--- src/rtl/hull_multichannel_fifo_if.sv ---
// Bundle of per-channel FIFO request/status signals, flattened with channel i
// at bit offset i*WIDTH (data/q) or i*(LOG_DEPTH+1) (count).
interface hull_multichannel_fifo_if #(
    parameter int NUM_CH    = 4,
    parameter int WIDTH     = 32,
    parameter int LOG_DEPTH = 2
);
    logic [NUM_CH-1:0]               wrreq;
    logic [NUM_CH*WIDTH-1:0]         data;
    logic [NUM_CH-1:0]               rdreq;
    logic [NUM_CH-1:0]               flush;
    logic                            err_clr;
    logic [NUM_CH*WIDTH-1:0]         q;
    logic [NUM_CH-1:0]               empty;
    logic [NUM_CH-1:0]               full;
    logic [NUM_CH-1:0]               almost_full;
    logic [NUM_CH*(LOG_DEPTH+1)-1:0] count;
    logic [NUM_CH-1:0]               overflow;
    logic [NUM_CH-1:0]               underflow;

    modport master (
        output wrreq, data, rdreq, flush, err_clr,
        input  q, empty, full, almost_full, count, overflow, underflow
    );

    modport slave (
        input  wrreq, data, rdreq, flush, err_clr,
        output q, empty, full, almost_full, count, overflow, underflow
    );
endinterface

--- src/rtl/hull_multichannel_fifo.sv ---
// NUM_CH independent show-ahead flop FIFOs with occupancy, almost-full,
// synchronous flush and sticky overflow/underflow flags per channel.
module hull_mcf_lane #(
    parameter int WIDTH     = 32,
    parameter int LOG_DEPTH = 2,
    parameter int AF_THRESH = 3
) (
    input  logic                 i_clk,
    input  logic                 i_rst,
    input  logic                 i_wrreq,
    input  logic [WIDTH-1:0]     i_data,
    input  logic                 i_rdreq,
    input  logic                 i_flush,
    input  logic                 i_err_clr,
    output logic [WIDTH-1:0]     o_q,
    output logic                 o_empty,
    output logic                 o_full,
    output logic                 o_af,
    output logic [LOG_DEPTH:0]   o_count,
    output logic                 o_ovf,
    output logic                 o_udf
);
    localparam int DEPTH = 2 ** LOG_DEPTH;
    localparam int CW    = LOG_DEPTH + 1;

    logic [DEPTH-1:0][WIDTH-1:0] r_mem;
    logic [LOG_DEPTH-1:0]        r_wr_ptr;
    logic [LOG_DEPTH-1:0]        r_rd_ptr;
    logic [CW-1:0]               r_count;
    logic                        r_empty;
    logic                        r_full;
    logic                        r_af;
    logic                        r_ovf;
    logic                        r_udf;

    logic          w_wr_ok;
    logic          w_rd_ok;
    logic          w_ovf_set;
    logic          w_udf_set;
    logic [CW-1:0] w_cnt_nxt;

    // A full FIFO still accepts a write when the head is popped the same cycle;
    // reads never fall through an empty FIFO.
    assign w_wr_ok   = i_wrreq & (~r_full | i_rdreq);
    assign w_rd_ok   = i_rdreq & ~r_empty;
    assign w_ovf_set = ~i_flush & i_wrreq & r_full & ~i_rdreq;
    assign w_udf_set = ~i_flush & i_rdreq & r_empty;
    assign w_cnt_nxt = r_count + CW'(w_wr_ok) - CW'(w_rd_ok);

    always_ff @(posedge i_clk or posedge i_rst) begin
        if (i_rst) begin
            r_mem    <= '0;
            r_wr_ptr <= '0;
            r_rd_ptr <= '0;
            r_count  <= '0;
            r_empty  <= 1'b1;
            r_full   <= 1'b0;
            r_af     <= 1'b0;
            r_ovf    <= 1'b0;
            r_udf    <= 1'b0;
        end else begin
            // Set wins over a same-cycle clear.
            r_ovf <= (r_ovf & ~i_err_clr) | w_ovf_set;
            r_udf <= (r_udf & ~i_err_clr) | w_udf_set;
            if (i_flush) begin
                r_wr_ptr <= '0;
                r_rd_ptr <= '0;
                r_count  <= '0;
                r_empty  <= 1'b1;
                r_full   <= 1'b0;
                r_af     <= 1'b0;
            end else begin
                if (w_wr_ok) begin
                    r_mem[r_wr_ptr] <= i_data;
                    r_wr_ptr        <= r_wr_ptr + LOG_DEPTH'(1);
                end
                if (w_rd_ok)
                    r_rd_ptr <= r_rd_ptr + LOG_DEPTH'(1);
                r_count <= w_cnt_nxt;
                r_empty <= (w_cnt_nxt == '0);
                r_full  <= (w_cnt_nxt == CW'(DEPTH));
                r_af    <= (w_cnt_nxt >= CW'(AF_THRESH));
            end
        end
    end

    assign o_q     = r_mem[r_rd_ptr];
    assign o_empty = r_empty;
    assign o_full  = r_full;
    assign o_af    = r_af;
    assign o_count = r_count;
    assign o_ovf   = r_ovf;
    assign o_udf   = r_udf;
endmodule

module hull_multichannel_fifo #(
    parameter int NUM_CH    = 4,
    parameter int WIDTH     = 32,
    parameter int LOG_DEPTH = 2,
    parameter int AF_THRESH = 3
) (
    input  logic                     i_clock,
    input  logic                     i_reset,
    hull_multichannel_fifo_if.slave  bus
);
    localparam int CW = LOG_DEPTH + 1;

    for (genvar g = 0; g < NUM_CH; g++) begin : g_ch
        hull_mcf_lane #(
            .WIDTH     (WIDTH),
            .LOG_DEPTH (LOG_DEPTH),
            .AF_THRESH (AF_THRESH)
        ) u_lane (
            .i_clk     (i_clock),
            .i_rst     (i_reset),
            .i_wrreq   (bus.wrreq[g]),
            .i_data    (bus.data[g*WIDTH +: WIDTH]),
            .i_rdreq   (bus.rdreq[g]),
            .i_flush   (bus.flush[g]),
            .i_err_clr (bus.err_clr),
            .o_q       (bus.q[g*WIDTH +: WIDTH]),
            .o_empty   (bus.empty[g]),
            .o_full    (bus.full[g]),
            .o_af      (bus.almost_full[g]),
            .o_count   (bus.count[g*CW +: CW]),
            .o_ovf     (bus.overflow[g]),
            .o_udf     (bus.underflow[g])
        );
    end
endmodule

--- src/flat_wrapper.sv ---
// flat-port wrapper written by rule: the top's interface ports become plain ports
module hull_multichannel_fifo_flat 
#(
    parameter int NUM_CH    = 4,
    parameter int WIDTH     = 32,
    parameter int LOG_DEPTH = 2,
    parameter int AF_THRESH = 3
)
  (i_clock, i_reset, bus_wrreq, bus_data, bus_rdreq, bus_flush, bus_err_clr, bus_q, bus_empty, bus_full, bus_almost_full, bus_count, bus_overflow, bus_underflow);
  hull_multichannel_fifo_if #(.NUM_CH(NUM_CH), .WIDTH(WIDTH), .LOG_DEPTH(LOG_DEPTH)) bus_i ();
  input  logic i_clock;
  input  logic i_reset;
  input wire logic [$bits(bus_i.wrreq)-1:0] bus_wrreq;
  input wire logic [$bits(bus_i.data)-1:0] bus_data;
  input wire logic [$bits(bus_i.rdreq)-1:0] bus_rdreq;
  input wire logic [$bits(bus_i.flush)-1:0] bus_flush;
  input wire logic [$bits(bus_i.err_clr)-1:0] bus_err_clr;
  output wire logic [$bits(bus_i.q)-1:0] bus_q;
  output wire logic [$bits(bus_i.empty)-1:0] bus_empty;
  output wire logic [$bits(bus_i.full)-1:0] bus_full;
  output wire logic [$bits(bus_i.almost_full)-1:0] bus_almost_full;
  output wire logic [$bits(bus_i.count)-1:0] bus_count;
  output wire logic [$bits(bus_i.overflow)-1:0] bus_overflow;
  output wire logic [$bits(bus_i.underflow)-1:0] bus_underflow;
  assign bus_i.wrreq = bus_wrreq;
  assign bus_i.data = bus_data;
  assign bus_i.rdreq = bus_rdreq;
  assign bus_i.flush = bus_flush;
  assign bus_i.err_clr = bus_err_clr;
  assign bus_q = bus_i.q;
  assign bus_empty = bus_i.empty;
  assign bus_full = bus_i.full;
  assign bus_almost_full = bus_i.almost_full;
  assign bus_count = bus_i.count;
  assign bus_overflow = bus_i.overflow;
  assign bus_underflow = bus_i.underflow;
  hull_multichannel_fifo #(.NUM_CH(NUM_CH), .WIDTH(WIDTH), .LOG_DEPTH(LOG_DEPTH), .AF_THRESH(AF_THRESH)) u_core (.i_clock(i_clock), .i_reset(i_reset), .bus(bus_i));
endmodule
--- config.mk ---
export PLATFORM = sky130hd
export DESIGN_NAME = hull_multichannel_fifo_flat
export DESIGN_NICKNAME = d
export VERILOG_FILES = /design/src/rtl/hull_multichannel_fifo_if.sv /design/src/rtl/hull_multichannel_fifo.sv /design/src/flat_wrapper.sv
export SDC_FILE = /design/constraint.sdc
export NUM_CORES = 1
export LEC_CHECK = 0
export ABC_CLOCK_PERIOD_IN_PS = 22800
export CAP_MARGIN = 20
export CORE_MARGIN = 5
export CORE_UTILIZATION = 55
export DETAILED_ROUTE_END_ITERATION = 7
export PLACE_DENSITY = 0.78
export SKIP_LAST_GASP = 1
export SLEW_MARGIN = 20
export SYNTH_ARGS = -nofsm -noshare
export SYNTH_HDL_FRONTEND = slang
export SYNTH_SLANG_ARGS = --single-unit
--- constraint.sdc ---
create_clock -name i_clock -period 22.8 [get_ports i_clock]
set_input_delay 2.28 -clock i_clock [delete_from_list [all_inputs] [get_ports i_clock]]
set_output_delay 2.28 -clock i_clock [all_outputs]
set_load 0.005 [all_outputs]
==> metrics.json, run 1 <==
{
  "netlist_area_um2": 26300,
  "route.vias.total": 13781,
  "fin_ws_ns": 17.62,
  "criticalPathCategory": "register to output pin",
  "postSynthAreaPerCell_um2": 17.7,
  "synth_ff_type": "dfrtp_1",
  "layout-drive-gt1-share": 0.431,
  "worst_slew_pin_slew_ns": 0.918,
  "yosysWarnings": 0,
  "root_buffer": "clkbuf_16",
  "run_status": "complete, no violations",
  "max_freq_mhz": 193,
  "synth_cells": 1483,
  "timing.critical_path.fanout_max": 20,
  "grt_pass1_vias": 15728,
  "synth.top_cells.by_area": "dfrtp_1, mux2_4, mux4_2, mux2_2, buf_6",
  "cts_inserted_buffers": 58,
  "grt_overflow_total": 0,
  "rsz0062_at_grt": "no",
  "grt_antenna_before_repair": 9,
  "final_nets": 1928,
  "ctsHoldBuffers": 0,
  "post_cts.resized_instances": 0,
  "cp-start-kind": "register",
  "hold_viol": 0,
  "timing.setup.tns_ns": 0,
  "data_arrival_at_the_endpoint_of_the_critical_path_ns": 2.90,
  "layout_min_cycle_time_ns": 5.18,
  "synth_fp_nets": 1654,
  "worstHoldPathCells": 1,
  "min-delay-path-class": "register to register",
  "die_x_um": 228,
  "stdcell_count": 2417,
  "relSlewSlack": 0.388,
  "grt_start_max_net_pins": 127,
  "end_kind": "output pin",
  "initialDrtViolationCount": 696,
  "finalCoreUtilization": 0.658,
  "port_buffers": 302,
  "gp_routability_congestion": 0.771,
  "num_io_pins": 303,
  "number_of_enable_type_register_cells_in_the_synthesized_netlist": 0,
  "area_growth_syn_to_layout_pct": 18.9,
  "power.static_leakage_uw": 0.0147,
  "area_share_of_the_leading_cell_type_in_the_synthesized_netlist": 0.530,
  "setup-violations-final": 0,
  "wl_per_cell_um": 23.0,
  "post-place-cells": 2312,
  "yosys-top-cells-count": "dfrtp_1, mux2_4, mux2_2",
  "h-tree-depth": 2,
  "drt_pre_antenna_iters": 5,
  "synth_cell_type_count": 32,
  "drt_drc_violations_left": 0,
  "timing.reg2reg.worst_path_depth": 10,
  "final_max_slew_viol_count": 0,
  "grt_util_all_layers": 0.214,
  "total_power_divided_by_cell_area_nw_per_um2": 124,
  "clock_sink_count": 560,
  "drt_wl_total_um": 55500,
  "cts.path.max_buffers": 3,
  "hold_slack_ns": 0.497,
  "ir_worst_vdd_mv": 0.0717,
  "grt_first_pass_wirelength_um": 89900,
  "cap_viol_max_count": 0,
  "timing.clock.skew_ns": 0.0162,
  "post_cts.repair.setup_buffers": 0,
  "worstSkewPairLatency_ns": 0.61,
  "yosysMostFrequentCell": "dfrtp_1",
  "post_drt_via_cell_ratio": 5.70,
  "final_cycle_utilization_of_the_critical_path": 0.227,
  "initial_core_util": 0.553,
  "clk_transition_reported_paths_ns": 0.06,
  "die_h_um": 228,
  "placementRows": 80,
  "sequential_fraction_of_the_synthesis_area": 0.534,
  "r2r_slack_ns": 20.49,
  "pre_cts_slack_ns": 16.39,
  "hpwl_um": 34800,
  "die-area_um2": 52200,
  "tritoncts": "built",
  "floorplan.core_area_um2": 47400,
  "async_reset_ff_frac": 1.00,
  "crit_required_ns": 20.52,
  "netlist.top_cell.by_area": "dfrtp_1",
  "ys_ff_latch": 560,
  "drtAntennaViolNets": 0
}
critical path, stage by stage, from the launching register on:
cell             delay [ns]
dfrtp_2                0.71
buf_4                  0.49
mux4_2                 0.60
clkdlybuf4s50_1        0.49
per-layer routing:
| layer | share of wire | track usage | up-vias |
|---|---|---|---|
| li1 | - | - | 5978 |
| met1 | 0.44 | 0.291 | 7406 |
| met2 | 0.48 | 0.348 | 292 |
| met3 | 0.056 | 0.0544 | 93 |
| met4 | 0.022 | 0.0586 | 12 |
| met5 | 0.0014 | 0 | - |
cell type report:
type | instances | area, um^2
Clock inverter | 21 | 174
Timing Repair Buffer | 319 | 3160
Tap cell | 615 | 769
Clock buffer | 81 | 1640
Sequential cell | 560 | 14000
Inverter | 26 | 105
Fill cell | 3264 | 16200
Antenna cell | 3 | 7.51
Multi-Input combinational cell | 792 | 11300
through the flow:
stage / instance area (um^2) / total power, uW
final: 31200 / 3870
after global routing: 31200 / 4070
after CTS: 31200 / 3910
after detailed placement: 29400 / 2970
after global placement: 29400 / 2920
after floorplan: 26300 / 2450
path summary, 6_finish.rpt:
check,from,endpoint
setup / recovery,u_core.g_ch[0].u_lane.r_rd_ptr[0],bus_q[20]
hold / removal,u_core.g_ch[2].u_lane.r_mem[71],u_core.g_ch[2].u_lane.r_mem[71]
setup reg to reg,u_core.g_ch[3].u_lane.o_full,u_core.g_ch[3].u_lane.o_full
hold reg to reg,u_core.g_ch[2].u_lane.r_mem[71],u_core.g_ch[2].u_lane.r_mem[71]
max in group asynchronous,i_reset,u_core.g_ch[3].u_lane.r_rd_ptr[0]
min in group asynchronous,i_reset,u_core.g_ch[1].u_lane.r_mem[106]
registers in the layout, summed over array words and instances (netlist names):
register                     flops
u_core.g_ch.u_lane.o_af          4
u_core.g_ch.u_lane.o_count      12
u_core.g_ch.u_lane.o_empty       4
u_core.g_ch.u_lane.o_full        4
u_core.g_ch.u_lane.o_ovf         4
u_core.g_ch.u_lane.o_udf         4
u_core.g_ch.u_lane.r_mem       512
u_core.g_ch.u_lane.r_rd_ptr      8
u_core.g_ch.u_lane.r_wr_ptr      8
cell families (layout without fill, tap and decap cells):
group | after synthesis | in the layout | share of synthesized area
muxes | 640 | 640 | 0.381
DFF | 560 | 560 | 0.534
other | 0 | 3 | 0
buffers and inverters | 131 | 447 | 0.0345
and+or+nand+nor | 80 | 80 | 0.0225
xor gates and xnor gates | 12 | 12 | 0.00610
AOI/OAI and AO/OA | 32 | 32 | 0.00762
adders and majority gates | 28 | 28 | 0.0145
power breakdown:
group	internal, uW	switching (uW)	total (uW)
Combinational	940	417	1360
Sequential	1380	225	1600
Clock	521	386	906
layout by cell type, fill, tap and decap left out, types with 12 or more instances in the layout:
master           instances
mux2_2                 151
nor2_1                  24
mux4_2                 128
mux2_4                 360
clkinv_2                16
clkbuf_1                13
ha_1                    24
dfrtp_1                551
buf_4                   14
a21oi_1                 12
inv_1                   25
nand3_4                 12
clkdlybuf4s50_1        302
clkbuf_16               58
Note: power is estimated with default switching activity, not from simulation.
==> inputs of run 2 (changes only) <==
--- a/config.mk
+++ b/config.mk
@@ -5,7 +5,7 @@
 export SDC_FILE = /design/constraint.sdc
 export NUM_CORES = 1
 export LEC_CHECK = 0
-export ABC_CLOCK_PERIOD_IN_PS = 22800
+export ABC_CLOCK_PERIOD_IN_PS = 5100
 export CAP_MARGIN = 20
 export CORE_MARGIN = 5
 export CORE_UTILIZATION = 55
==> constraint.sdc (replaced) <==
create_clock -name i_clock -period 5.1 [get_ports i_clock]
set_input_delay 0.51 -clock i_clock [delete_from_list [all_inputs] [get_ports i_clock]]
set_output_delay 0.51 -clock i_clock [all_outputs]
set_load 0.005 [all_outputs]
==> run 2 against run 1 <==
Net effect:
- worst hold slack worse by 0.29 ns
- final area is 0.38% higher
- via count hardly changed
- total power grew to 4.5 times the previous value
- die area stayed put
- clock power grew to 4.7 times the previous value
- first-iteration DRC count is 11% lower
- clock-buffer cell count is 5 higher
- routed wire length is 0.66% higher
- flip-flop and latch count stayed put
- cell count is 0.17% lower
==> metrics.json, run 2 (same netlist as run 1, synthesis figures left out) <==
{
  "setup-violations-final": 0,
  "ctsHoldBuffers": 0,
  "relSlewSlack": 0.327,
  "cts.path.max_buffers": 3,
  "ir_worst_vdd_mv": 0.395,
  "drtAntennaViolNets": 0,
  "data_arrival_at_the_endpoint_of_the_critical_path_ns": 3.02,
  "post_cts.resized_instances": 0,
  "stdcell_count": 2413,
  "switching_component_of_the_power_uw": 4600,
  "cap_viol_max_count": 0,
  "most_common_library_cell_in_the_layout_ignoring_fill_and_taps": "dfrtp_1",
  "cp-start-kind": "register",
  "power.static_leakage_uw": 0.0147,
  "placementRows": 80,
  "p_seq_frac": 0.416,
  "drt_pre_antenna_iters": 4,
  "num_io_pins": 303,
  "layout_common_cells": "dfrtp_1, mux2_4, clkdlybuf4s50_1, mux2_2, mux4_2",
  "grt_overflow_total": 0,
  "p_sw_frac": 0.263,
  "min-delay-path-class": "input port to asynchronous set/reset pin",
  "largest_register": "u_core.g_ch.u_lane.r_mem",
  "wl_per_cell_um": 23.2,
  "clock_power_share": 0.241,
  "layout_min_cycle_time_ns": 3.53,
  "grt_util_all_layers": 0.217,
  "die_x_um": 228,
  "post_drt_via_cell_ratio": 5.71,
  "timing.critical_path.fanout_max": 24,
  "h-tree-depth": 2,
  "worst_slew_pin_slew_ns": 1.01,
  "final_cycle_utilization_of_the_critical_path": 0.693,
  "hpwl_um": 35500,
  "fin_ws_ns": 1.57,
  "run_status": "complete, no violations",
  "grt_pass1_vias": 15723,
  "drt_drc_violations_left": 0,
  "drt_wl_total_um": 55900,
  "cell_internal_pwr_uw": 12900,
  "hold_viol": 0,
  "final_max_slew_viol_count": 0,
  "route.vias.total": 13790,
  "clk_transition_reported_paths_ns": 0.06,
  "crit_required_ns": 4.59,
  "root_buffer": "clkbuf_16",
  "initial_core_util": 0.553,
  "final_nets": 1928,
  "pre_cts_slack_ns": 2.00,
  "post_cts.repair.setup_buffers": 0,
  "tritoncts": "built",
  "clock_sink_count": 560,
  "power.share.combinational": 0.343,
  "timing.setup.tns_ns": 0,
  "total_power_divided_by_cell_area_nw_per_um2": 558,
  "die_h_um": 228,
  "end_kind": "output pin",
  "layout-drive-gt1-share": 0.429,
  "criticalPathCategory": "register to output pin",
  "initialDrtViolationCount": 619,
  "grt_first_pass_wirelength_um": 91200,
  "grt_start_max_net_pins": 164,
  "timing.clock.skew_ns": 0.0199,
  "cts_inserted_buffers": 57,
  "rsz0062_at_grt": "no",
  "grt_antenna_before_repair": 9,
  "port_buffers": 302,
  "worstSkewPairLatency_ns": 0.60,
  "largest_register_ffs": 512,
  "floorplan.core_area_um2": 47400,
  "gp_routability_congestion": 0.765,
  "max_freq_mhz": 283,
  "die-area_um2": 52200,
  "area_growth_syn_to_layout_pct": 19.3,
  "post-place-cells": 2313
}
[run 2: through the flow]
| stage | util | cell area, um^2 | hold slack [ns] | total power [uW] |
|---|---|---|---|---|
| after floorplan | - | 26300 | 0.453 | 11000 |
| after global placement | 0.620 | 29400 | 0.472 | 13100 |
| after detailed placement | 0.620 | 29400 | 0.487 | 13300 |
| after CTS | 0.660 | 31300 | 0.172 | 17700 |
| after global routing | 0.660 | 31300 | 0.208 | 18400 |
| final | 0.660 | 31300 | 0.208 | 17500 |
[run 2: worst paths after layout]
path                                                    from                               end  slack (ns)  cells after the start
setup / recovery           u_core.g_ch[0].u_lane.r_rd_ptr[0]                         bus_q[16]        1.57                      3
hold / removal                                       i_reset    u_core.g_ch[3].u_lane.r_mem[1]        0.21                      2
setup reg to reg                u_core.g_ch[3].u_lane.o_full      u_core.g_ch[3].u_lane.o_full        2.73                     10
hold reg to reg             u_core.g_ch[2].u_lane.r_mem[119]  u_core.g_ch[2].u_lane.r_mem[119]        0.50                      1
max in group asynchronous                            i_reset   u_core.g_ch[2].u_lane.r_mem[91]        3.68                      4
min in group i_clock        u_core.g_ch[2].u_lane.r_mem[119]  u_core.g_ch[2].u_lane.r_mem[119]        0.50                      1
[run 2: layer usage]
metal,share of wire,track usage
met5,0.0014,0
met4,0.019,0.0473
met3,0.066,0.0713
met2,0.48,0.353
met1,0.43,0.288
[run 2: cell type report]
| class | instances | area, um^2 |
|---|---|---|
| Inverter | 26 | 101 |
| Tap cell | 615 | 769 |
| Clock inverter | 12 | 191 |
| Timing Repair Buffer | 320 | 3210 |
| Multi-Input combinational cell | 792 | 11300 |
| Antenna cell | 2 | 5.00 |
| Fill cell | 3271 | 16100 |
| Clock buffer | 86 | 1700 |
| Sequential cell | 560 | 14000 |
[run 2: worst max-delay path, cell delays in order, from the launching register on]
cell and delay, ns:
dfrtp_2 0.95, buf_4 0.40, mux4_2 0.54, clkdlybuf4s50_1 0.53
[run 2: power by group through the flow]
stage / sequential (uW) / clock (uW) / combinational, uW
after detailed placement: 7280 / 0 / 6040
after global placement: 7190 / 0 / 5900
final: 7270 / 4220 / 6000
after global routing: 7490 / 4530 / 6420
after CTS: 7260 / 4320 / 6080
after floorplan: 6840 / 0 / 4120
==> inputs of run 3 (changes only) <==
--- a/config.mk
+++ b/config.mk
@@ -5,12 +5,12 @@
 export SDC_FILE = /design/constraint.sdc
 export NUM_CORES = 1
 export LEC_CHECK = 0
-export ABC_CLOCK_PERIOD_IN_PS = 5100
+export ABC_CLOCK_PERIOD_IN_PS = 2800
 export CAP_MARGIN = 20
 export CORE_MARGIN = 5
-export CORE_UTILIZATION = 55
+export CORE_UTILIZATION = 51
 export DETAILED_ROUTE_END_ITERATION = 7
-export PLACE_DENSITY = 0.78
+export PLACE_DENSITY = 0.77
 export SKIP_LAST_GASP = 1
 export SLEW_MARGIN = 20
 export SYNTH_ARGS = -nofsm -noshare
==> constraint.sdc (replaced) <==
create_clock -name i_clock -period 2.8 [get_ports i_clock]
set_input_delay 0.28 -clock i_clock [delete_from_list [all_inputs] [get_ports i_clock]]
set_output_delay 0.28 -clock i_clock [all_outputs]
set_load 0.005 [all_outputs]
==> run 3 against run 2 <==
Net effect:
- critical path depth did not move
- register-to-register slack got worse by 2.1 ns
- sequential power rose by 79%
==> metrics.json, run 3 (same netlist as run 1, synthesis figures left out) <==
{
  "run_status": "complete, no violations",
  "min-delay-path-class": "input port to asynchronous set/reset pin",
  "wl_per_cell_um": 22.5,
  "grt_pass1_vias": 15913,
  "stdcell_count": 2541,
  "gp_routability_congestion": 0.792,
  "fin_area_um2": 32200,
  "criticalPathCategory": "register to output pin",
  "floorplan.core_area_um2": 51200,
  "rsz0062_at_grt": "no",
  "port_buffers": 302,
  "final_cycle_utilization_of_the_critical_path": 0.939,
  "largest_register": "u_core.g_ch.u_lane.r_mem",
  "end_kind": "output pin",
  "data_arrival_at_the_endpoint_of_the_critical_path_ns": 2.35,
  "largest_stage_delay_on_the_critical_path_ns": 0.57,
  "placementRows": 83,
  "die_x_um": 237,
  "area_growth_syn_to_layout_pct": 22.5,
  "worstSkewPairLatency_ns": 0.61,
  "drt_pre_antenna_iters": 4,
  "post_dp_cell_area_um2": 30200,
  "hpwl_um": 38000,
  "timing.setup.tns_ns": 0,
  "ir_worst_vdd_mv": 0.565,
  "cap_viol_max_count": 0,
  "h-tree-depth": 2,
  "timing.critical_path.fanout_max": 23,
  "final_nets": 1983,
  "max_freq_mhz": 381,
  "met3_track_demand_over_resource_in_global_routing": 0.0516,
  "total_power_divided_by_cell_area_nw_per_um2": 1000,
  "grt_antenna_before_repair": 9,
  "cts.path.max_buffers": 3,
  "post-place-cells": 2430,
  "fin_ws_ns": 0.172,
  "drtAntennaViolNets": 0,
  "clk_transition_reported_paths_ns": 0.06,
  "timing.clock.skew_ns": 0.0162,
  "most_common_library_cell_in_the_layout_ignoring_fill_and_taps": "dfrtp_1",
  "drt_drc_violations_left": 0,
  "worst_slew_pin_slew_ns": 0.728,
  "die-area_um2": 56100,
  "route.vias.total": 13968,
  "critPathTopFamily": "buffers and inverters",
  "crit_required_ns": 2.52,
  "tritoncts": "built",
  "grtUsageMet1": 0.278,
  "grt_use_met2": 0.329,
  "relSlewSlack": 0.514,
  "crit_chain": "buf_12, mux4_2, clkdlybuf4s50_1",
  "cp-start-kind": "register",
  "total_power_uw": 32200,
  "hold_viol": 0,
  "layout_min_cycle_time_ns": 2.63,
  "grt_overflow_total": 0,
  "largest_register_ffs": 512,
  "global_route.peak_usage_layer": "met2",
  "ctsHoldBuffers": 0,
  "r2r_slack_ns": 0.63,
  "post_drt_via_cell_ratio": 5.50,
  "final_max_slew_viol_count": 0,
  "layout_common_cells": "dfrtp_1, mux2_4, clkdlybuf4s50_1, mux2_2, mux4_2",
  "clock_sink_count": 560,
  "initialDrtViolationCount": 651,
  "cts_inserted_buffers": 58,
  "layout-drive-gt1-share": 0.446,
  "grt_first_pass_wirelength_um": 92000,
  "setup-violations-final": 0,
  "cpMaxStageDelayCell": "clkdlybuf4s50_1",
  "die_h_um": 237,
  "power.static_leakage_uw": 0.0151,
  "grt_start_max_net_pins": 109,
  "drt_wl_total_um": 57200,
  "num_io_pins": 303,
  "root_buffer": "clkbuf_16",
  "pre_cts_slack_ns": 0.196,
  "grt_util_all_layers": 0.203,
  "sum_of_buffers_and_inverters_on_the_critical_path": 2,
  "initial_core_util": 0.513
}
## run 3: changes by cell type in the layout (fill, tap and decap cells not counted), sizes merged
cell and change:
buf +54, clkbuf +3, clkinv +5, inv +1
## run 3: final timing paths
path / to / cells past startpoint / from
max in group asynchronous: u_core.g_ch[0].u_lane.r_rd_ptr[0] / 3 / i_reset
setup reg to reg: u_core.g_ch[3].u_lane.o_full / 9 / u_core.g_ch[3].u_lane.o_empty
min in group i_clock: u_core.g_ch[1].u_lane.o_udf / 3 / bus_rdreq[1]
hold reg to reg: u_core.g_ch[1].u_lane.o_udf / 1 / u_core.g_ch[1].u_lane.o_udf
hold / removal: u_core.g_ch[2].u_lane.r_mem[122] / 2 / i_reset
setup / recovery: bus_q[35] / 3 / u_core.g_ch[1].u_lane.r_rd_ptr[0]
## run 3: layout make-up
| cell class | count | area (um^2) |
|---|---|---|
| antenna | 2 | 5.00 |
| clock buffer | 89 | 1720 |
| clock inverter | 18 | 225 |
| fill | 3626 | 19000 |
| inverter | 26 | 101 |
| multi-input combinational | 792 | 11300 |
| sequential | 560 | 14000 |
| tap | 680 | 851 |
| timing repair buffer | 374 | 3910 |
## run 3: per-layer routing
layer,up-vias,share of wire
li1,6100,-
met1,7471,0.43
met2,294,0.48
met3,93,0.059
met4,10,0.022
met5,-,0.0012
## run 3: through the flow
step | hold slack, ns | util
after floorplan | 0.415 | -
after global placement | 0.470 | 0.590
after detailed placement | 0.479 | 0.590
after CTS | 0.0102 | 0.628
after global routing | 0.0367 | 0.628
final | 0.0371 | 0.628
## run 3: worst register-to-register path, delay by kind of cell (launching register included)
family                     cells  cell delay, ns
DFF                            1            0.57
buffers and inverters          2            0.10
adders and majority gates      3            0.77
xor gates and xnor gates       1            0.18
and+or+nand+nor                3            0.50
## run 3: power by group
group,internal (uW),switching [uW]
registers,11200,1770
logic,7810,3570
clock network,4670,3170
## run 3: what timing repair did
action                                 in CTS  in global routing
setup endpoints to repair                  21                  6
gates resized for setup                     2                  0
setup buffers                               0                  2
gates cloned                                0                  0
endpoints found under the hold margin       0                  0
